`src/rtl/shared_reg_arbiter_pkg.sv`:
```
// Shared constants and FSM state encoding for the shared register arbiter.
package shared_reg_arbiter_pkg;

  localparam int NREQ_DEF  = 4;
  localparam int WIDTH_DEF = 8;
  localparam int CNTW_DEF  = 16;

  typedef enum logic [1:0] {
    IDLE = 2'd0,
    LOAD = 2'd1,
    DONE = 2'd2
  } state_t;

endpackage

```
`src/rtl/shared_reg_arbiter_if.sv`:
```
// Request/grant/acknowledge bundle between producers and the arbiter.
interface shared_reg_arbiter_if
  import shared_reg_arbiter_pkg::*;
#(
  parameter int NREQ  = NREQ_DEF,
  parameter int WIDTH = WIDTH_DEF
);

  logic [NREQ-1:0]       req;
  logic [NREQ*WIDTH-1:0] wdata;
  logic [NREQ-1:0]       gnt;
  logic [NREQ-1:0]       ack;

  modport master (output req, output wdata, input gnt, input ack);
  modport slave  (input req, input wdata, output gnt, output ack);

endinterface

```
`src/rtl/shared_reg_arbiter_word_register.sv`:
```
// WIDTH-bit storage register with load enable and asynchronous active-high clear.
module word_register
  import shared_reg_arbiter_pkg::*;
#(
  parameter int WIDTH = WIDTH_DEF
) (
  input  logic             clk,
  input  logic             rst,
  input  logic             load,
  input  logic [WIDTH-1:0] d,
  output logic [WIDTH-1:0] q
);

  always_ff @(posedge clk or posedge rst) begin
    if (rst) begin
      q <= '0;
    end else if (load) begin
      q <= d;
    end
  end

endmodule

```
`src/rtl/shared_reg_arbiter.sv`:
```
// Round-robin arbiter that lets NREQ producers take turns writing one shared word.
//
// state | meaning
// IDLE  | no grant; arbitrate among asserted requests
// LOAD  | one requester granted; commit its data if its request is still up
// DONE  | committed and acknowledged; wait for the winner to release req
module shared_reg_arbiter
  import shared_reg_arbiter_pkg::*;
#(
  parameter int NREQ  = NREQ_DEF,
  parameter int WIDTH = WIDTH_DEF,
  parameter int CNTW  = CNTW_DEF
) (
  input  logic                     clk,
  input  logic                     rst,
  shared_reg_arbiter_if.slave      bus,
  output logic [WIDTH-1:0]         reg_q,
  output logic [$clog2(NREQ)-1:0]  owner,
  output logic                     busy,
  output logic [CNTW-1:0]          commit_cnt
);

  localparam int IW = $clog2(NREQ);

  state_t          state_q, state_d;
  logic [NREQ-1:0] gnt_q, gnt_d;
  logic [NREQ-1:0] ack_q, ack_d;
  logic [IW-1:0]   owner_q, owner_d;
  logic [IW-1:0]   win_q, win_d;
  logic [CNTW-1:0] cnt_q, cnt_d;
  logic            load;
  logic [WIDTH-1:0] slot [NREQ];

  for (genvar i = 0; i < NREQ; i++) begin : g_slot
    assign slot[i] = bus.wdata[i*WIDTH +: WIDTH];
  end

  // Search starts just above the last committer, so it becomes lowest priority.
  function automatic logic [IW-1:0] rr_pick(input logic [NREQ-1:0] r,
                                            input logic [IW-1:0]   base);
    logic [IW-1:0] pick;
    logic [IW-1:0] idx;
    logic          found;
    pick  = base;
    found = 1'b0;
    for (int i = 1; i <= NREQ; i++) begin
      idx = IW'((int'(base) + i) % NREQ);
      if (!found && r[idx]) begin
        pick  = idx;
        found = 1'b1;
      end
    end
    return pick;
  endfunction

  always_ff @(posedge clk or posedge rst) begin
    if (rst) begin
      state_q <= IDLE;
      gnt_q   <= '0;
      ack_q   <= '0;
      owner_q <= IW'(NREQ - 1);
      win_q   <= '0;
      cnt_q   <= '0;
    end else begin
      state_q <= state_d;
      gnt_q   <= gnt_d;
      ack_q   <= ack_d;
      owner_q <= owner_d;
      win_q   <= win_d;
      cnt_q   <= cnt_d;
    end
  end

  always_comb begin
    state_d = state_q;
    gnt_d   = gnt_q;
    ack_d   = ack_q;
    owner_d = owner_q;
    win_d   = win_q;
    cnt_d   = cnt_q;
    load    = 1'b0;
    unique case (state_q)
      IDLE: begin
        if (|bus.req) begin
          win_d   = rr_pick(bus.req, owner_q);
          gnt_d   = NREQ'(1) << win_d;
          state_d = LOAD;
        end
      end
      LOAD: begin
        if (bus.req[win_q]) begin
          load    = 1'b1;
          owner_d = win_q;
          cnt_d   = cnt_q + CNTW'(1);
          ack_d   = NREQ'(1) << win_q;
          state_d = DONE;
        end else begin
          // Withdrawn before commit: owner stays put so rotation is not advanced.
          gnt_d   = '0;
          state_d = IDLE;
        end
      end
      DONE: begin
        if (!bus.req[win_q]) begin
          gnt_d   = '0;
          ack_d   = '0;
          state_d = IDLE;
        end
      end
      default: begin
        gnt_d   = '0;
        ack_d   = '0;
        state_d = IDLE;
      end
    endcase
  end

  word_register #(.WIDTH(WIDTH)) u_word_register (
    .clk  (clk),
    .rst  (rst),
    .load (load),
    .d    (slot[win_q]),
    .q    (reg_q)
  );

  assign bus.gnt    = gnt_q;
  assign bus.ack    = ack_q;
  assign owner      = owner_q;
  assign commit_cnt = cnt_q;
  assign busy       = (state_q != IDLE);

endmodule

```
`src/flat_wrapper.sv`:
```
// flat-port wrapper written by rule: the top's interface ports become plain ports
module shared_reg_arbiter_flat import shared_reg_arbiter_pkg::*;
#(
  parameter int NREQ  = NREQ_DEF,
  parameter int WIDTH = WIDTH_DEF,
  parameter int CNTW  = CNTW_DEF
)
  (clk, rst, reg_q, owner, busy, commit_cnt, bus_req, bus_wdata, bus_gnt, bus_ack);
  shared_reg_arbiter_if #(.NREQ(NREQ), .WIDTH(WIDTH)) bus_i ();
  input  logic clk;
  input  logic rst;
  output logic [WIDTH-1:0] reg_q;
  output logic [$clog2(NREQ)-1:0] owner;
  output logic busy;
  output logic [CNTW-1:0] commit_cnt;
  input wire logic [$bits(bus_i.req)-1:0] bus_req;
  input wire logic [$bits(bus_i.wdata)-1:0] bus_wdata;
  output wire logic [$bits(bus_i.gnt)-1:0] bus_gnt;
  output wire logic [$bits(bus_i.ack)-1:0] bus_ack;
  assign bus_i.req = bus_req;
  assign bus_i.wdata = bus_wdata;
  assign bus_gnt = bus_i.gnt;
  assign bus_ack = bus_i.ack;
  shared_reg_arbiter #(.NREQ(NREQ), .WIDTH(WIDTH), .CNTW(CNTW)) u_core (.clk(clk), .rst(rst), .bus(bus_i), .reg_q(reg_q), .owner(owner), .busy(busy), .commit_cnt(commit_cnt));
endmodule
```
`config.mk`:
```
export PLATFORM = sky130hd
export DESIGN_NAME = shared_reg_arbiter_flat
export DESIGN_NICKNAME = d
export VERILOG_FILES = /design/src/rtl/shared_reg_arbiter_pkg.sv /design/src/rtl/shared_reg_arbiter_if.sv /design/src/rtl/shared_reg_arbiter_word_register.sv /design/src/rtl/shared_reg_arbiter.sv /design/src/flat_wrapper.sv
export SDC_FILE = /design/constraint.sdc
export NUM_CORES = 1
export LEC_CHECK = 0
export CELL_PAD_IN_SITES_DETAIL_PLACEMENT = 0
export CELL_PAD_IN_SITES_GLOBAL_PLACEMENT = 1
export CORE_AREA = 2 2 78 80
export DETAILED_ROUTE_END_ITERATION = 7
export DIE_AREA = 0 0 80 82
export MAX_ROUTING_LAYER = met4
export PLACE_DENSITY_LB_ADDON = 0.12
export SLEW_MARGIN = 0
export SYNTH_ARGS = -nofsm -noshare
export SYNTH_HDL_FRONTEND = slang
export SYNTH_SLANG_ARGS = --single-unit
```
`constraint.sdc`:
```
create_clock -name clk -period 4.7 [get_ports clk]
set_input_delay 0.705 -clock clk [delete_from_list [all_inputs] [get_ports clk]]
set_output_delay 0.705 -clock clk [all_outputs]
set_load 0.01 [all_outputs]
```
==> results of run 1 <==
-- registers in the layout (all words and copies together) (netlist names) --
| signal | flops |
|---|---|
| u_core.state_q | 2 |
| u_core.bus.gnt | 4 |
| u_core.bus.ack | 4 |
| u_core.win_q | 2 |
| u_core.commit_cnt | 16 |
| u_core.owner | 2 |
| u_core.u_word_register.q | 8 |
-- area by class of cell --
class | count | share of cell area (%)
clock inverter | 1 | 1.03
multi-input combinational | 120 | 34.4
timing repair buffer | 73 | 25.0
clock buffer | 7 | 2.62
sequential | 38 | 32.7
tap | 75 | 3.22
inverter | 8 | 1.03
-- stage by stage --
stage	util [%]	cells	instance area, um2
finish	50.7	322	2910
global route	50.7	322	2910
CTS	50.7	322	2910
detailed placement	48.8	314	2810
global placement	48.8	314	2810
floorplan	-	174	2040
-- Yosys cell counts --
| library cell | instances | area [um2] |
|---|---|---|
| sky130_fd_sc_hd__o21ai_0 | 5 | 25.0 |
| sky130_fd_sc_hd__a211o_1 | 1 | 8.76 |
| sky130_fd_sc_hd__mux2_2 | 7 | 78.8 |
| sky130_fd_sc_hd__mux4_2 | 9 | 203 |
| sky130_fd_sc_hd__mux2i_4 | 1 | 22.5 |
| sky130_fd_sc_hd__mux2_1 | 2 | 22.5 |
| sky130_fd_sc_hd__nand3_1 | 6 | 30.0 |
| sky130_fd_sc_hd__nand4_1 | 10 | 62.6 |
| sky130_fd_sc_hd__a21oi_1 | 4 | 20.0 |
| sky130_fd_sc_hd__inv_1 | 8 | 30.0 |
| sky130_fd_sc_hd__buf_6 | 3 | 33.8 |
| sky130_fd_sc_hd__a21o_1 | 1 | 7.51 |
| sky130_fd_sc_hd__buf_1 | 1 | 3.75 |
| sky130_fd_sc_hd__nand2_1 | 19 | 71.3 |
| sky130_fd_sc_hd__mux2i_1 | 3 | 30.0 |
| sky130_fd_sc_hd__a32o_1 | 4 | 40.0 |
| sky130_fd_sc_hd__nor3b_1 | 1 | 7.51 |
| sky130_fd_sc_hd__dfrtp_1 | 36 | 901 |
| sky130_fd_sc_hd__o31a_1 | 1 | 8.76 |
| sky130_fd_sc_hd__clkbuf_1 | 3 | 11.3 |
| sky130_fd_sc_hd__dfstp_2 | 2 | 52.6 |
| sky130_fd_sc_hd__buf_4 | 1 | 7.51 |
| sky130_fd_sc_hd__o22ai_4 | 1 | 20.0 |
| sky130_fd_sc_hd__o31ai_1 | 5 | 37.5 |
| sky130_fd_sc_hd__xor2_1 | 1 | 8.76 |
| sky130_fd_sc_hd__ha_1 | 4 | 50.1 |
| sky130_fd_sc_hd__a22o_1 | 1 | 8.76 |
| sky130_fd_sc_hd__and3b_1 | 1 | 8.76 |
| sky130_fd_sc_hd__and3_1 | 3 | 18.8 |
| sky130_fd_sc_hd__or3_1 | 1 | 6.26 |
| sky130_fd_sc_hd__nor3_1 | 4 | 20.0 |
| sky130_fd_sc_hd__a21oi_2 | 1 | 8.76 |
| sky130_fd_sc_hd__xnor2_1 | 14 | 123 |
| sky130_fd_sc_hd__nand2b_1 | 3 | 18.8 |
| sky130_fd_sc_hd__nor2_1 | 4 | 15.0 |
| sky130_fd_sc_hd__nor4_1 | 3 | 18.8 |
-- worst max-delay path: stages --
cell and delay (ns):
sky130_fd_sc_hd__clkdlybuf4s50_1 0.59, sky130_fd_sc_hd__mux2i_1 0.17, sky130_fd_sc_hd__o22ai_4 0.71, sky130_fd_sc_hd__mux2_2 0.41
-- cells by family (layout without fill, tap and decap cells) --
logic type | after synthesis | in the layout | share of synthesized area [%]
simple gates | 55 | 55 | 13.6
fa+ha+maj | 4 | 4 | 2.45
buf+inv | 16 | 89 | 4.23
compound gates | 24 | 24 | 9.07
mux | 22 | 22 | 17.5
xor+xnor | 15 | 15 | 6.44
flops | 38 | 38 | 46.7
-- metal layers --
| layer | wire [um] | track usage [%] |
|---|---|---|
| met1 | 2010 | 19.2 |
| met2 | 2350 | 22.8 |
| met3 | 155 | 3.52 |
| met4 | 71 | 6.10 |
| met5 | 0 | - |
-- power groups by stage --
| stage | clock network (mW) | registers (mW) | logic (mW) |
|---|---|---|---|
| 3_5_place_dp | 0 | 0.608 | 0.753 |
| 5_1_grt | 0.291 | 0.626 | 0.811 |
| 4_1_cts | 0.281 | 0.602 | 0.755 |
| 6_report | 0.268 | 0.595 | 0.743 |
| 3_3_place_gp | 0 | 0.609 | 0.748 |
| 2_1_floorplan | 0 | 0.571 | 0.487 |
-- how the worst min path moves through the flow --
stage | start | to | slack (ns) | cells after the start
after global placement | u_core.bus.ack[3] | u_core.bus.ack[3] | 0.46 | 2
after CTS | u_core.bus.ack[3] | u_core.bus.ack[3] | 0.49 | 2
after global routing | u_core.commit_cnt[15] | u_core.commit_cnt[15] | 0.51 | 1
final | u_core.bus.ack[1] | u_core.bus.ack[1] | 0.48 | 2
after floorplan | u_core.commit_cnt[15] | u_core.commit_cnt[15] | 0.51 | 1
after detailed placement | u_core.bus.ack[3] | u_core.bus.ack[3] | 0.47 | 2
==> reports/qor_table.md, run 1 <==
| Result | Value |
|:---|:---|
| Final global-route overflow total | 0 |
| Last element of the critical path | u_core.u_word_register.q[5] |
| Reg2Reg Depth | 3 |
| Setup-failing EPs final | 0 |
| Minimum clock period | 2.43 ns |
| Internal | 1.03 mW |
| Remaining routing DRC violations | 0 |
| Layout filler cell count | 568 |
| Arrival time of data at the critical path endpoint | 2.60 ns |
| Pin count of the biggest net entering global routing | 39 |
| Number of max-cap violations | 0 |
| Worst setup path class | primary input to flip-flop |
| Sequential fraction of the synthesis area | 46.7% |
| Most common cell after layout, fill and taps aside | sky130_fd_sc_hd__clkdlybuf4s50_1 |
| RSZ-0062 raised after global routing | no |
| Post-synthesis cell type count | 36 |
| Antenna diode count | 0 |
| Portion of total power attributed to combinational logic | 46.3% |
| Hold violation total from the final report | 0 |
| DRC violation total after the first TritonRoute iteration | 58 |
| Slew Viols, Final | 0 |
| Critical path capture point type | flip-flop |
| Number of antenna violations at the first check in global routing | 0 |
| Die area | 0.00656 mm2 |
| Count of buffers from port buffering | 72 |
| Sequential cell fraction of total power | 37.0% |
| Outcome | completed |
| Initial core utilization | 35.5% |
| Leak | 1.15 nW |
| Number of cells upsized or downsized after cts | 0 |
| Routed len/inst | 14.2 um |
| Start point of the critical path | bus_req[3] |
| Area taken by multi-input logic gates | 0.00100 mm2 |
| TritonCTS buffer count | 5 |
| Startpoint of the worst-slack reg-to-reg timing path | u_core.win_q[0] |
| Fraction of layout instances using a drive strength above 1 | 11.3% |
| Max IR drop VDD | 308 uV |
| Total power after layout | 1.61 mW |
| Worst min path class | flip-flop to flip-flop |
| Synth warnings | 0 |
| Destination of the worst register-to-register timing path | u_core.u_word_register.q[5] |
| Clock transition at the registers of the reported paths | 0.07 ns |
| Syn-to-layout area delta | 42.7% |
| Number of buffers added for setup after CTS | 0 |
| Worst hold slack | 0.481 ns |
| Post-route fraction of the period consumed by the critical path | 51.8% |
| Number of placed I/O pins | 73 |
| Syn nets | 216 |
| Total number of vias | 1591 |
| Cell count after synthesis | 174 |
| Switching component of the power | 575 uW |
| Maximum root-to-sink buffer count | 2 |
| Normalized max-slew margin | 43.3% |
| Global-route wire length before repair | 7220 um |
| Number of H-tree levels | 2 |
| Net Sw Frac | 35.8% |
| Clock latency on the worst-skew pair | 0.29 ns |
| Placement Setup Slack | 1.98 ns |
| CTS sink count | 38 |
| Commonest cells after routing, fill and taps aside | 72 x sky130_fd_sc_hd__clkdlybuf4s50_1, 36 x sky130_fd_sc_hd__dfrtp_1, 19 x sky130_fd_sc_hd__nand2_1 |
| Die Wd | 80 um |
| Post-cts hold buffer count | 0 |
| Relative contribution of the clock network to total power | 16.7% |
| Total Neg Setup Slack | 0 ns |
| Floorplan Core Area | 0.00575 mm2 |
| Post-DP HPWL | 3410 um |
| Post-Route WL | 4590 um |
| FMAX | 411 MHz |
| Row Count | 28 |
| Net count reported at finish | 288 |
| Maximum fanout count along the critical path | 27 |
| Post-synthesis register bit count | 38 |
| Final critical-path setup slack | 2.27 ns |
| Root Buffer | sky130_fd_sc_hd__clkbuf_8 |
| WP data required | 4.87 ns |
| Type of origin of the critical path | primary input |
| Transition time at the pin with the least slew margin | 0.850 ns |
| Synthesized area divided by synthesized cell count | 11.7 um2 |
| Overall fraction of global-route tracks in use | 14.9% |
| Area of the mapped netlist | 0.00204 mm2 |
| Cell Pwr Density | 551 mW/mm2 |
| 1st-pass router iterations | 4 |
| Number of routed nets with antenna violations | 0 |
| Via count of the first global-routing pass | 1454 |
| Routability congestion estimate | 0.699 |
| Detail-routed via count per cell | 4.94 |
| Post-Route Skew | 0.00852 ns |
| Clock tree from TritonCTS | done |
| Area occupied by registers | 953 um2 |
| Die Y-Extent | 82 um |
| Reg-to-reg setup timing slack | 2.41 ns |
(Power assumes the default switching activity.)
==> run 2: changes to the inputs <==
--- a/config.mk
+++ b/config.mk
@@ -7,9 +7,9 @@
 export LEC_CHECK = 0
 export CELL_PAD_IN_SITES_DETAIL_PLACEMENT = 0
 export CELL_PAD_IN_SITES_GLOBAL_PLACEMENT = 1
-export CORE_AREA = 2 2 78 80
+export CORE_AREA = 2 2 81 83
 export DETAILED_ROUTE_END_ITERATION = 7
-export DIE_AREA = 0 0 80 82
+export DIE_AREA = 0 0 83 85
 export MAX_ROUTING_LAYER = met4
 export PLACE_DENSITY_LB_ADDON = 0.12
 export SLEW_MARGIN = 0
==> constraint.sdc (replaced) <==
create_clock -name clk -period 2.4 [get_ports clk]
set_input_delay 0.36 -clock clk [delete_from_list [all_inputs] [get_ports clk]]
set_output_delay 0.36 -clock clk [all_outputs]
set_load 0.01 [all_outputs]
==> run 2 against run 1 <==
Net effect:
- clock-buffer cell count is 1 higher
- design area is 1.5% higher
- worst hold slack better by 0.0010 ns
- critical path depth stayed put
- die area is 7.5% higher
- via count is 2.0% higher
- first-iteration DRC count is 22% higher
- register-to-register slack worse by 1.7 ns
- power is 98% higher
- sequential power is 80% higher
- clock power is 71% higher
- critical endpoint is now busy
- highest routed layer unchanged
==> reports/qor_table.md, run 2 (synthesis gave the netlist of run 1 again) <==
| Result | Value | vs previous |
|:---|:---|:---|
| Count of buffers from port buffering | 72 | unchanged |
| Critical path capture point type | output port |  |
| Number of max-cap violations | 0 | unchanged |
| Normalized max-slew margin | 67.2% | +24 points |
| Post-cts hold buffer count | 0 | unchanged |
| Util after Layout | 47.7% | -3.0 points |
| Via count of the first global-routing pass | 1616 | +11% |
| Die Wd | 83 um | +3.8% |
| DRC violation total after the first TritonRoute iteration | 71 | +22% |
| Final std cells w/o fill | 330 | +2.5% |
| Total power after layout | 3.17 mW | +98% |
| Post-route fraction of the period consumed by the critical path | 83.2% |  |
| Antenna diode count | 0 | unchanged |
| Max IR drop VDD | 473 uV | +54% |
| Setup-failing EPs final | 0 | unchanged |
| Hold Startpoint | u_core.commit_cnt[15] |  |
| Max incr delay on CP | 0.52 ns | -0.19 ns |
| FMAX | 501 MHz |  |
| Worst setup path class | flip-flop to output port |  |
| Net count reported at finish | 294 | +2.1% |
| Worst min path class | flip-flop to flip-flop |  |
| Routability congestion estimate | 0.727 | +4.1% |
| Commonest cells after routing, fill and taps aside | 72 x sky130_fd_sc_hd__clkdlybuf4s50_1, 36 x sky130_fd_sc_hd__dfrtp_1, 19 x sky130_fd_sc_hd__nand2_1 |  |
| DP Area | 0.00287 mm2 | +2.1% |
| Total Neg Setup Slack | 0 ns | unchanged |
| Maximum root-to-sink buffer count | 2 | unchanged |
| Post-Route Skew | 0.00692 ns | -0.00161 ns |
| Maximum fanout count along the critical path | 4 | -85% |
| Remaining routing DRC violations | 0 | unchanged |
| DP Cell Count | 322 | +2.5% |
| TritonCTS buffer count | 5 | unchanged |
| Crit-path cells | inv_1 > ha_1 > inv_1 > clkdlybuf4s50_1 |  |
| Global-route wire length before repair | 7980 um | +11% |
| Worst hold slack | 0.482 ns | +0.00101 ns |
| Transition time at the pin with the least slew margin | 0.488 ns | -0.362 ns |
| Placement Setup Slack | 0.285 ns | -1.70 ns |
| Outcome | completed |  |
| Start point of the critical path | u_core.state_q[0] |  |
| Die Y-Extent | 85 um | +3.7% |
| Arrival time of data at the critical path endpoint | 1.64 ns | -0.96 ns |
| Leak | 1.17 nW | +2.4% |
| Final global-route overflow total | 0 | unchanged |
| Clock latency on the worst-skew pair | 0.29 ns | about the same |
| Most common cell after layout, fill and taps aside | sky130_fd_sc_hd__clkdlybuf4s50_1 |  |
| Pin count of the biggest net entering global routing | 39 | unchanged |
| Overall fraction of global-route tracks in use | 14.6% | -0.29 points |
| CTS sink count | 38 | unchanged |
| WP data required | 2.04 ns | -2.83 ns |
| Root Buffer | sky130_fd_sc_hd__clkbuf_8 |  |
| Layout filler cell count | 569 | +0.18% |
| RSZ-0062 raised after global routing | no |  |
| Floorplan Core Area | 0.00620 mm2 | +8.0% |
| Number of antenna violations at the first check in global routing | 0 | unchanged |
| Number of buffers added for setup after CTS | 0 | unchanged |
| Initial core utilization | 32.9% | -2.6 points |
| Top cell by count, worst path | sky130_fd_sc_hd__inv_1 |  |
| Row Count | 29 | +3.6% |
| Slew Viols, Final | 0 | unchanged |
| Total number of vias | 1623 | +2.0% |
| Number of routed nets with antenna violations | 0 | unchanged |
| Clock tree from TritonCTS | done |  |
| Final critical-path setup slack | 0.404 ns | -1.86 ns |
| Fraction of layout instances using a drive strength above 1 | 13.4% | +2.1 points |
| Area of all placed cells without fillers | 0.00296 mm2 | +1.5% |
| Routed len/inst | 14.7 um | +3.0% |
| Type of origin of the critical path | flip-flop |  |
| Detail-routed via count per cell | 4.92 | -0.46% |
| Post-DP HPWL | 3600 um | +5.7% |
| Number of cells upsized or downsized after cts | 0 | unchanged |
| Clock transition at the registers of the reported paths | 0.08 ns | about the same |
| Minimum clock period | 2.00 ns |  |
| Startpoint of the worst-slack reg-to-reg timing path | u_core.win_q[1] |  |
| Hold violation total from the final report | 0 | unchanged |
| Cell with the largest stage delay on the worst path | sky130_fd_sc_hd__clkdlybuf4s50_1 |  |
| Post-Route WL | 4840 um | +5.6% |
| 1st-pass router iterations | 4 | unchanged |
| Number of placed I/O pins | 73 | unchanged |
| Syn-to-layout area delta | 44.9% |  |
| Die area | 0.00706 mm2 | +7.5% |
| Number of flip-flops under the largest register name | 16 | unchanged |
| Number of H-tree levels | 2 | unchanged |
| Cell Pwr Density | 1070 mW/mm2 | +95% |
==> run 2: cell count changes in the layout (fill, tap and decap cells not counted), sizes merged <==
cell	before	now
clkbuf	7	8
buf	1	7
bufinv	1	0
==> run 2: cell type report <==
class | instances | area [um2] | area share [%]
flip-flops and latches | 38 | 953 | 32.2
clock buffers | 8 | 90.1 | 3.05
multi-input cells | 120 | 1000 | 33.9
well taps | 77 | 96.3 | 3.26
repair buffers | 79 | 786 | 26.6
inverters | 8 | 30.0 | 1.02
==> run 2: where the power goes <==
group	total (mW)	internal [mW]	leakage (nW)	switching, mW
Clock	0.459	0.235	0.0455	0.224
Combinational	1.64	0.910	0.639	0.734
Sequential	1.07	0.872	0.488	0.198
==> run 2: final timing paths <==
| path | slack, ns | to | cells past startpoint |
|---|---|---|---|
| min | 0.48 | u_core.commit_cnt[15] | 1 |
| min reg2reg | 0.48 | u_core.commit_cnt[15] | 1 |
| max | 0.40 | busy | 4 |
| max reg2reg | 0.67 | u_core.u_word_register.q[6] | 5 |
| min in group asynchronous | 0.49 | u_core.state_q[1] | 3 |
| max in group asynchronous | 1.54 | u_core.owner[0] | 3 |
==> run 2: layer usage <==
layer / track usage, % / up-vias / wire, um
met1: 18.4 / 787 / 2210
met4: 4.47 / 0 / 61
met5: - / - / 0
met3: 3.50 / 6 / 174
met2: 23.7 / 33 / 2400
li1: - / 797 / -
==> run 2: worst max-delay path: cells and delay by family, from the launching register on <==
family / cells / cell delay [ns]
fa+ha+maj: 1 / 0.24
buf+inv: 3 / 0.67
flops: 1 / 0.44
